===== config.mk =====
export PLATFORM = sky130hd
export DESIGN_NAME = karatsuba_mul_seq
export DESIGN_NICKNAME = d
export VERILOG_FILES = /design/src/rtl/karatsuba_pkg.sv /design/src/rtl/karatsuba_mul_seq_shift_add_mul_u.sv /design/src/rtl/karatsuba_mul_seq.sv
export SDC_FILE = /design/constraint.sdc
export NUM_CORES = 1
export LEC_CHECK = 0
export CAP_MARGIN = 10
export CORE_MARGIN = 4
export CORE_UTILIZATION = 35
export CTS_CLUSTER_SIZE = 12
export DETAILED_ROUTE_END_ITERATION = 8
export GPL_TIMING_DRIVEN = 0
export PLACE_DENSITY = 0.54
export REMOVE_ABC_BUFFERS = 1
export SYNTH_ARGS = -nofsm -noshare
export SYNTH_HDL_FRONTEND = slang
export SYNTH_SLANG_ARGS = --single-unit
export TNS_END_PERCENT = 1

===== constraint.sdc =====
create_clock -name clk -period 6.77 [get_ports clk]
set_clock_uncertainty 0.1 [all_clocks]
set_input_delay 1.0155 -clock clk [delete_from_list [all_inputs] [get_ports clk]]
set_output_delay 1.0155 -clock clk [all_outputs]
set_load 0.01 [all_outputs]

===== src/rtl/karatsuba_pkg.sv =====
`default_nettype none
// ============================================================================
//  Module      : karatsuba_pkg
//  Description : Shared FSM state encoding and latency helper for the
//                sequential Karatsuba multiplier.
//  Revision    : 1.0 - initial release
// ============================================================================
package karatsuba_pkg;

   // Controller states: capture, split, multiply, recombine, apply sign
   typedef enum logic [2:0] {
      ST_IDLE    = 3'd0,
      ST_LOAD    = 3'd1,
      ST_MUL     = 3'd2,
      ST_COMBINE = 3'd3,
      ST_SIGN    = 3'd4
   } state_t;

   // Cycles from the start-sampling edge to the edge that raises done
   function automatic int mul_latency(input int width);
      return width / 2 + 4;
   endfunction

endpackage
`default_nettype wire


===== src/rtl/karatsuba_mul_seq_shift_add_mul_u.sv =====
`default_nettype none
// ============================================================================
//  Module      : shift_add_mul_u
//  Description : Unsigned N x N -> 2N-bit shift-add multiplier. The operands
//                are loaded on the start edge and N iterations follow, one
//                per clock. o_done is high in the cycle before the final
//                iteration edge, so o_prod is complete right after the edge
//                that samples o_done. o_prod holds until the next start.
//  Revision    : 1.0 - initial release
// ============================================================================
module shift_add_mul_u #(
   parameter int N = 9
) (
   input  logic           clk,
   input  logic           reset,
   input  logic           i_start,
   input  logic [N-1:0]   i_a,
   input  logic [N-1:0]   i_b,
   output logic           o_done,
   output logic [2*N-1:0] o_prod
);

   localparam int CW = $clog2(N + 1);

   logic [CW-1:0]  r_cnt;
   logic           r_active;
   logic [N-1:0]   r_mcand;
   logic [2*N-1:0] r_acc;     // {partial sum, remaining multiplier bits}
   logic [N:0]     w_sum;

   // Add the multiplicand into the upper half when the current bit is set
   assign w_sum = {1'b0, r_acc[2*N-1:N]} + (r_acc[0] ? {1'b0, r_mcand} : {(N+1){1'b0}});

   // Load operands on start, then shift right one multiplier bit per cycle
   always_ff @(posedge clk or posedge reset) begin
      if (reset) begin
         r_acc    <= '0;
         r_mcand  <= '0;
         r_cnt    <= '0;
         r_active <= 1'b0;
      end else if (i_start) begin
         r_acc    <= {{N{1'b0}}, i_b};
         r_mcand  <= i_a;
         r_cnt    <= CW'(N);
         r_active <= 1'b1;
      end else if (r_active) begin
         r_acc <= {w_sum, r_acc[N-1:1]};
         r_cnt <= r_cnt - 1'b1;
         if (r_cnt == CW'(1)) begin
            r_active <= 1'b0;
         end
      end
   end

   assign o_done = r_active && (r_cnt == CW'(1));
   assign o_prod = r_acc;

endmodule
`default_nettype wire


===== src/rtl/karatsuba_mul_seq.sv =====
`default_nettype none
// ============================================================================
//  Module      : karatsuba_mul_seq
//  Description : Sequential Karatsuba multiplier for the MUL instruction.
//                Operand magnitudes are split into halves and three unsigned
//                shift-add multipliers run in parallel; the full product is
//                recombined, signed if required, and overflow against WIDTH
//                bits is flagged. busy/done handshake toward control.
//  Revision    : 1.0 - initial release
// ============================================================================
module karatsuba_mul_seq
   import karatsuba_pkg::*;
#(
   parameter int WIDTH = 16
) (
   input  logic               clk,
   input  logic               reset,
   input  logic               i_start,
   input  logic               i_signed_mode,
   input  logic [WIDTH-1:0]   i_a,
   input  logic [WIDTH-1:0]   i_b,
   output logic               o_busy,
   output logic               o_done,
   output logic [2*WIDTH-1:0] o_product,
   output logic               o_overflow
);

   localparam int HALF = WIDTH / 2;
   localparam int N    = HALF + 1;     // sub-multiplier width (sum carry kept)
   localparam int PW   = 2 * WIDTH;
   localparam int ZW   = 2 * N;

   state_t            r_state, w_next;
   logic              w_sub_start;
   logic [WIDTH-1:0]  r_amag, r_bmag;
   logic              r_neg, r_signed;
   logic [PW-1:0]     r_mag, r_product;
   logic              r_overflow, r_done;

   logic [WIDTH-1:0]  w_a_mag, w_b_mag;
   logic [HALF-1:0]   w_a_lo, w_a_hi, w_b_lo, w_b_hi;
   logic [HALF:0]     w_a_s, w_b_s;
   logic [ZW-1:0]     w_z0, w_z2, w_zs;
   logic              w_done0, w_done2, w_dones;
   logic              w_sub_done;
   logic [PW-1:0]     w_z0_x, w_z2_x, w_zs_x, w_z1, w_mag, w_prod;
   logic              w_ovf;

   // Signed magnitudes: the most negative value maps to 2^(WIDTH-1), still unsigned-representable
   assign w_a_mag = (i_signed_mode && i_a[WIDTH-1]) ? (~i_a + 1'b1) : i_a;
   assign w_b_mag = (i_signed_mode && i_b[WIDTH-1]) ? (~i_b + 1'b1) : i_b;

   assign w_a_lo = r_amag[HALF-1:0];
   assign w_a_hi = r_amag[WIDTH-1:HALF];
   assign w_b_lo = r_bmag[HALF-1:0];
   assign w_b_hi = r_bmag[WIDTH-1:HALF];
   assign w_a_s  = {1'b0, w_a_lo} + {1'b0, w_a_hi};
   assign w_b_s  = {1'b0, w_b_lo} + {1'b0, w_b_hi};

   shift_add_mul_u #(.N(N)) u_mul_z0 (
      .clk     (clk),
      .reset   (reset),
      .i_start (w_sub_start),
      .i_a     ({1'b0, w_a_lo}),
      .i_b     ({1'b0, w_b_lo}),
      .o_done  (w_done0),
      .o_prod  (w_z0)
   );

   shift_add_mul_u #(.N(N)) u_mul_z2 (
      .clk     (clk),
      .reset   (reset),
      .i_start (w_sub_start),
      .i_a     ({1'b0, w_a_hi}),
      .i_b     ({1'b0, w_b_hi}),
      .o_done  (w_done2),
      .o_prod  (w_z2)
   );

   shift_add_mul_u #(.N(N)) u_mul_zs (
      .clk     (clk),
      .reset   (reset),
      .i_start (w_sub_start),
      .i_a     (w_a_s),
      .i_b     (w_b_s),
      .o_done  (w_dones),
      .o_prod  (w_zs)
   );

   // All three run in lockstep; require agreement before recombining
   assign w_sub_done = w_done0 & w_done2 & w_dones;

   // Recombination at full product width so the middle term never truncates
   assign w_z0_x = PW'(w_z0);
   assign w_z2_x = PW'(w_z2);
   assign w_zs_x = PW'(w_zs);
   assign w_z1   = w_zs_x - w_z0_x - w_z2_x;
   assign w_mag  = (w_z2_x << WIDTH) + (w_z1 << HALF) + w_z0_x;

   assign w_prod = r_neg ? (~r_mag + 1'b1) : r_mag;
   assign w_ovf  = r_signed ? !((&w_prod[PW-1:WIDTH-1]) || !(|w_prod[PW-1:WIDTH-1]))
                            : (|w_prod[PW-1:WIDTH]);

   // State register
   always_ff @(posedge clk or posedge reset) begin
      if (reset) begin
         r_state <= ST_IDLE;
      end else begin
         r_state <= w_next;
      end
   end

   // Next-state logic and sub-multiplier start strobe
   always_comb begin
      w_next      = r_state;
      w_sub_start = 1'b0;
      case (r_state)
         ST_IDLE:    if (i_start) w_next = ST_LOAD;
         ST_LOAD: begin
            w_sub_start = 1'b1;
            w_next      = ST_MUL;
         end
         ST_MUL:     if (w_sub_done) w_next = ST_COMBINE;
         ST_COMBINE: w_next = ST_SIGN;
         ST_SIGN:    w_next = ST_IDLE;
         default:    w_next = ST_IDLE;
      endcase
   end

   // Operand capture, recombination register and result/flag outputs
   always_ff @(posedge clk or posedge reset) begin
      if (reset) begin
         r_amag     <= '0;
         r_bmag     <= '0;
         r_neg      <= 1'b0;
         r_signed   <= 1'b0;
         r_mag      <= '0;
         r_product  <= '0;
         r_overflow <= 1'b0;
         r_done     <= 1'b0;
      end else begin
         r_done <= 1'b0;
         case (r_state)
            ST_IDLE: begin
               if (i_start) begin
                  r_amag   <= w_a_mag;
                  r_bmag   <= w_b_mag;
                  r_neg    <= i_signed_mode & (i_a[WIDTH-1] ^ i_b[WIDTH-1]);
                  r_signed <= i_signed_mode;
               end
            end
            ST_COMBINE: r_mag <= w_mag;
            ST_SIGN: begin
               r_product  <= w_prod;
               r_overflow <= w_ovf;
               r_done     <= 1'b1;
            end
            default: ;
         endcase
      end
   end

   assign o_busy     = (r_state != ST_IDLE);
   assign o_done     = r_done;
   assign o_product  = r_product;
   assign o_overflow = r_overflow;

endmodule
`default_nettype wire


; ---- After elaboration in Yosys (flattened, before gate mapping)
; Cells that the tools add are included.
; Widths: inputs -> output; s select.
[word_totals]
output_inout_bits = 35
input_bits = 36
word_cells = 103
regBits = 197
[classes]
n_eq_ne = 9
n_bitwise = 7
n_reduce_logical = 18
n_mux = 33
addsub = 15
[ops]
columns = operator, n
row1 = $mux 18, 6
row2 = $add 16x1->16 const B, 2
row3 = $add 32x1->32 const B, 1
row4 = $add 32x18->32, 1
row5 = $add 32x32->32, 1
row6 = $mux 16, 2
row7 = $mux 32, 1
row8 = $not 16->16, 2
row9 = $not 32->32, 1
row10 = $add 9x10->10, 3
row11 = $mux 4, 6
row12 = $sub 19x19->20, 1
row13 = $sub 18x18->19, 1
row14 = $add 8x8->9, 2
row15 = $reduce_and 17->1, 1
row16 = $reduce_or 17->1, 1
row17 = $mux 8, 2
row18 = $reduce_or 16->1, 1
row19 = $eq 4x1->1 const B, 3
row20 = $mux 1, 12
row21 = $pmux 3 s4, 1
row22 = $sub 4x1->4 const B, 3
row23 = $mux 9, 1
row24 = $eq 3x2->1 const B, 2
row25 = 13 further kinds, 25

; ---- Logic depth before layout (Yosys ltp)
[depth]
ltp_word = 8
mapped_depth = 33
ltp_nobuf = 32

; ---- Hierarchy
; From an unflattened synthesis, not the netlist that was laid out.
[unflattened]
cells_unflattened = 1594
hier_area_um2 = 14287.5
[by_module_without_submodules]
columns = mod, area_each_um2, cells_per_inst, n_inst, seq_area_each_um2
row1 = karatsuba_mul_seq, 8769.7, 1057, 1, 2577.5
row2 = shift_add_mul_u, 1839.3, 179, 3, 800.8

; ---- Least setup slack after synthesis
; Ideal clock, no wire load.
[synth_timing]
kind = reg-to-reg
start = reg u_mul_z0.r_acc[1], in the netlist u_mul_z0.o_prod[1]
end = reg r_mag[31]
t_arrival_ns = 5.677
stages_incl_launch_ff = 28
required_ns = 6.536
setup_ns = 0.134
n_path_buf = 0
period_less_slack_ns = 5.911
path_slack_ns = 0.859
path_cell_list = dfrtp_1 inv_1 ha_1 nor2b_1 o21a_1 o21ai_0 nor4b_1 nor2_1 a21oi_1 xnor2_1 ha_1 and3_1 a31oi_1 a21oi_1 a41o_1 or2_2 a21oi_1 xnor2_1 ha_1 ha_1 or3_1 o22a_1 a31oi_1 a211oi_1 or3_1 o211ai_1 xor2_1 o21ai_0
[synth_between]
elab_chain_len = 4
[synth_rtl]
columns = element, line_no
row1 = from (decl), karatsuba_mul_seq_shift_add_mul_u.sv:28  ; logic [2*N-1:0] r_acc;
row2 = from (signal assigned), karatsuba_mul_seq_shift_add_mul_u.sv:42  ; r_acc <= {{N{1'b0}}, i_b};
row3 = from (signal assigned), karatsuba_mul_seq_shift_add_mul_u.sv:47  ; r_acc <= {w_sum, r_acc[N-1:1]};
row4 = $sub 18x18->19, karatsuba_mul_seq.sv:97  ; assign w_z1 = w_zs_x - w_z0_x - w_z2_x;
row5 = $sub 19x19->20, karatsuba_mul_seq.sv:97
row6 = $add 32x32->32, karatsuba_mul_seq.sv:98  ; assign w_mag = (w_z2_x << WIDTH) + (w_z1 << HALF) + w_z0_x;
row7 = $add 32x18->32 (*), karatsuba_mul_seq.sv:98
row8 = to (signal assigned), karatsuba_mul_seq.sv:152  ; ST_COMBINE: r_mag <= w_mag;
row9 = to (decl), karatsuba_mul_seq.sv:37  ; logic [PW-1:0] r_mag, r_product;
; Every way passes the cells marked *; elsewhere a longest branch is shown, timed or not.
; A chain may end at the register's enable or synchronous reset.

; ---- Worst setup path after layout
[layout_timing]
start = reg u_mul_z0.r_acc[0], in the netlist u_mul_z0.o_prod[0]
end = reg r_mag[31]
; Same word-level chain as after synthesis.

==> summary.md <==
| Metric | Value |
|---|---|
| Area grow syn2layout | 14.40% |
| Total number of vias | 10433 |
| Largest family of logic cells by synthesized area | compound AO/OA/AOI/OAI gates |
| Status | finished, final reports clean |
| Clock latency on the worst-skew pair | 0.45 ns |
| Drt drc | 0 |
| Asr flop ratio synth | 100.0% |
| Hold Crit Start | u_mul_zs.r_mcand[6] |
| Fmax achieved | 158.2 MHz |
| Synth Warn # | 0 |
| CP endpoint kind | flop |
| Detailed placement HPWL | 23.79 mm |
| FP Rows | 72 |
| CTS buffer count | 17 |
| Final WS setup | 0.4482 ns |
| Worst R2R End | r_mag[31] |
| Fin cells | 2116 |
| Detailed-route wire length per cell | 14.57 µm |
| Die height | 205.4 µm |
| Layout net count | 1760 |
| Post-synthesis simple-gate area fraction | 15.55% |
| Adder-cell share of the synthesized area | 13.31% |
| Register Area | 0.004931 mm² |
| DRT Wirelength | 30.84 mm |
| Worst rel slew slack | 31.58% |
| Seq/Total Area, Yosys | 36.16% |
| # diodes | 0 |
| First-pass GRT wire length | 52.82 mm |
| WP data required | 7.01 ns |
| Most used DFF post-synth | dfrtp_1 |
| Crit-path most repeated cell | a21oi_1 |
| Gr ovfl total | 0 |
| Layout cells sized above 1 | 4.819% |
| Crit start category | flop |
| DR vias/cell | 4.931 |
| First-pass detailed-route iteration total | 4 |
| Most common cell after layout, fill and taps aside | dfrtp_1 |
| Clock sink total | 197 |
| Hold worst-path end | u_mul_zs.r_mcand[6] |
| DRT iter0 DRCs | 463 |
| Final Setup Violations | 0 |
| Synth cell types | 64 |
| Root buffer cell | clkbuf_16 |
| WS Path Type | reg -> reg |
| Fin area | 0.01560 mm² |
| Dpl cells | 2082 |
| Ports | 71 |
| CTS H-tree depth | 4 |
| Min-Delay Path Class | reg -> reg |
| RSZ-0062 raised after global routing | false |
| Worst-path clk slew | 0.08 ns |
| Minimum clock period | 6.322 ns |
| Final hold vios | 0 |
| Pin count of the biggest net entering global routing | 120 |
| RD Place Congestion | 0.8686 |
| Reg2reg start | u_mul_z0.o_prod[0] |
| Critical path peak fanout | 11 |
| FILL cells | 3983 |
| TritonCTS clock tree | yes |
| Synth Instances | 1543 |
| Final Slew Violations | 0 |
| CP max stage delay | 0.54 ns |
| Synthesized cell area | 0.01363 mm² |
| Core Box Area | 0.03856 mm² |
| Worst reg2reg path depth | 25 |
| Max Cap Viol | 0 |
| CTS max path bufs | 2 |
| Mux share of post-synthesis cell area | 3.212% |
| Dpl ws | -0.06198 ns |
| Area occupied by multi-input gates | 0.008177 mm² |
| Initial antenna violation count | 0 |
| I/O Buffers | 70 |
| XOR/XNOR share of the synthesized area | 9.702% |
| R2r setup slk | 0.45 ns |
| Worst slew pin tran | 1.026 ns |
| Arrival @ worst endpoint | 6.56 ns |
| Die footprint | 0.04217 mm² |
| Compound-Gate Fraction of Synth Area | 17.79% |
| Post-synth EDFFs | 0 |
| Most frequent cells in the layout | dfrtp_1 (196), nand2_1 (181), nor2_1 (138) |
| Vias in the first global route | 10437 |
| Synth Register Bits | 197 |
| Syn Area/Cell | 8.835 µm² |
| Tot GR Track Use | 15.36% |
| Post-DP Area | 0.01497 mm² |
| CP max stage cell | dfrtp_1 |
| Initial Util | 35.36% |
| Hold depth | 2 |
| Chip width | 205.4 µm |
| Final worst path period share | 93.38% |
| Final ANT Viol Nets | 0 |
==> cell usage after synthesis (all sizes together) (6+ instances only) <==
cell    count  area [µm²]
a211oi     17       127.6
a21o       34       255.2
a21oi     136       680.7
a31oi       7       43.79
and2       28       175.2
and3        8       50.05
buf         6       31.27
clkbuf     54       202.7
dfrtp     197        4930
fa         10       200.2
ha        129        1614
inv        91       341.6
mux2        6       67.56
mux2i      37       370.4
nand2     183       689.4
nand2b     18       112.6
nand3      13       65.06
nor2      139       521.8
nor2b      10       62.56
nor3       14       70.07
nor4        8       56.30
o21a       10       75.07
o21ai     101       505.5
o21bai     25       187.7
o31ai      23       172.7
o41ai       7       68.82
or2         7       43.80
or3        14       87.58
or4         8       67.56
xnor2      81       709.4
xor2       70       613.1
==> kinds of logic (layout without fill, tap and decap cells) <==
family | count (synthesis) | in the layout
muxes | 43 | 43
buffers and inverters | 153 | 208
DFF | 197 | 197
adders and majority gates | 139 | 139
xor gates and xnor gates | 151 | 151
AOI/OAI and AO/OA | 395 | 395
and+or+nand+nor | 465 | 465
==> worst max-delay path, delay by kind of cell (launching register included) <==
kind	cells	cell delay, ns
xor+xnor	3	0.48
flops	1	0.54
compound gates	12	2.03
fa+ha+maj	5	1.50
simple gates	5	1.54
==> metrics by stage <==
stage | hold WS (ns) | setup TNS (ns) | utilization, %
after global placement | 0.3567 | -512.83 | 38.25
after global routing | 0.3955 | 0 | 40.45
final | 0.3720 | 0 | 40.45
after floorplan | 0.3375 | 0 | -
after CTS | 0.3811 | 0 | 40.26
after detailed placement | 0.3640 | -0.06198 | 38.82
==> worst max-delay path by stage <==
stage | startpoint | end | slack, ns
2_1_floorplan | reset | o_done | 0.29
3_3_place_gp | reset | o_product[28] | -2.62
3_5_place_dp | u_mul_z0.o_prod[1] | r_mag[31] | -0.06
4_1_cts | u_mul_z0.o_prod[1] | r_mag[31] | 0.10
5_1_grt | u_mul_z0.o_prod[0] | r_mag[31] | 0.04
6_report | u_mul_z0.o_prod[0] | r_mag[31] | 0.45
==> metal layers <==
metal  up-vias  global-route usage (%)  share of wire [%]
met5         -                       0                  0
met4         0                   3.301                1.2
met3        26                   2.380                2.4
met2       110                   25.93                 46
met1      4872                   20.96                 50
li1       5425                       -                  -
==> registers in the layout, indices dropped and copies added (netlist names), 3 cells and up <==
| register | flops |
|---|---|
| o_product | 32 |
| r_mag | 32 |
| u_mul_z0.o_prod | 18 |
| u_mul_z2.o_prod | 18 |
| u_mul_zs.o_prod | 18 |
| r_amag | 16 |
| r_bmag | 16 |
| u_mul_zs.r_mcand | 9 |
| u_mul_z0.r_mcand | 8 |
| u_mul_z2.r_mcand | 8 |
| u_mul_z0.r_cnt | 4 |
| u_mul_z2.r_cnt | 4 |
| u_mul_zs.r_cnt | 4 |
| r_state | 3 |
==> cell type report <==
class                      instances  share of cell area (%)
multi-input combinational       1193                   52.43
sequential                       197                   31.62
timing repair buffer              83                   5.985
tap                              518                   4.156
clock buffer                      17                   2.728
inverter                          93                   2.287
clock inverter                    15                  0.7943
==> timing repair <==
action | CTS | global route
buffers inserted | 0 | 1
hold buffers | 0 | 0
gates cloned | 0 | 0
pin swaps | 0 | 0
gates resized for setup | 1 | 7
endpoints found under the setup margin | 1 | 3
Power is left out: the tool's default activity adds up to more than one toggle a clock period on the data nets, which glitch-free logic cannot reach.
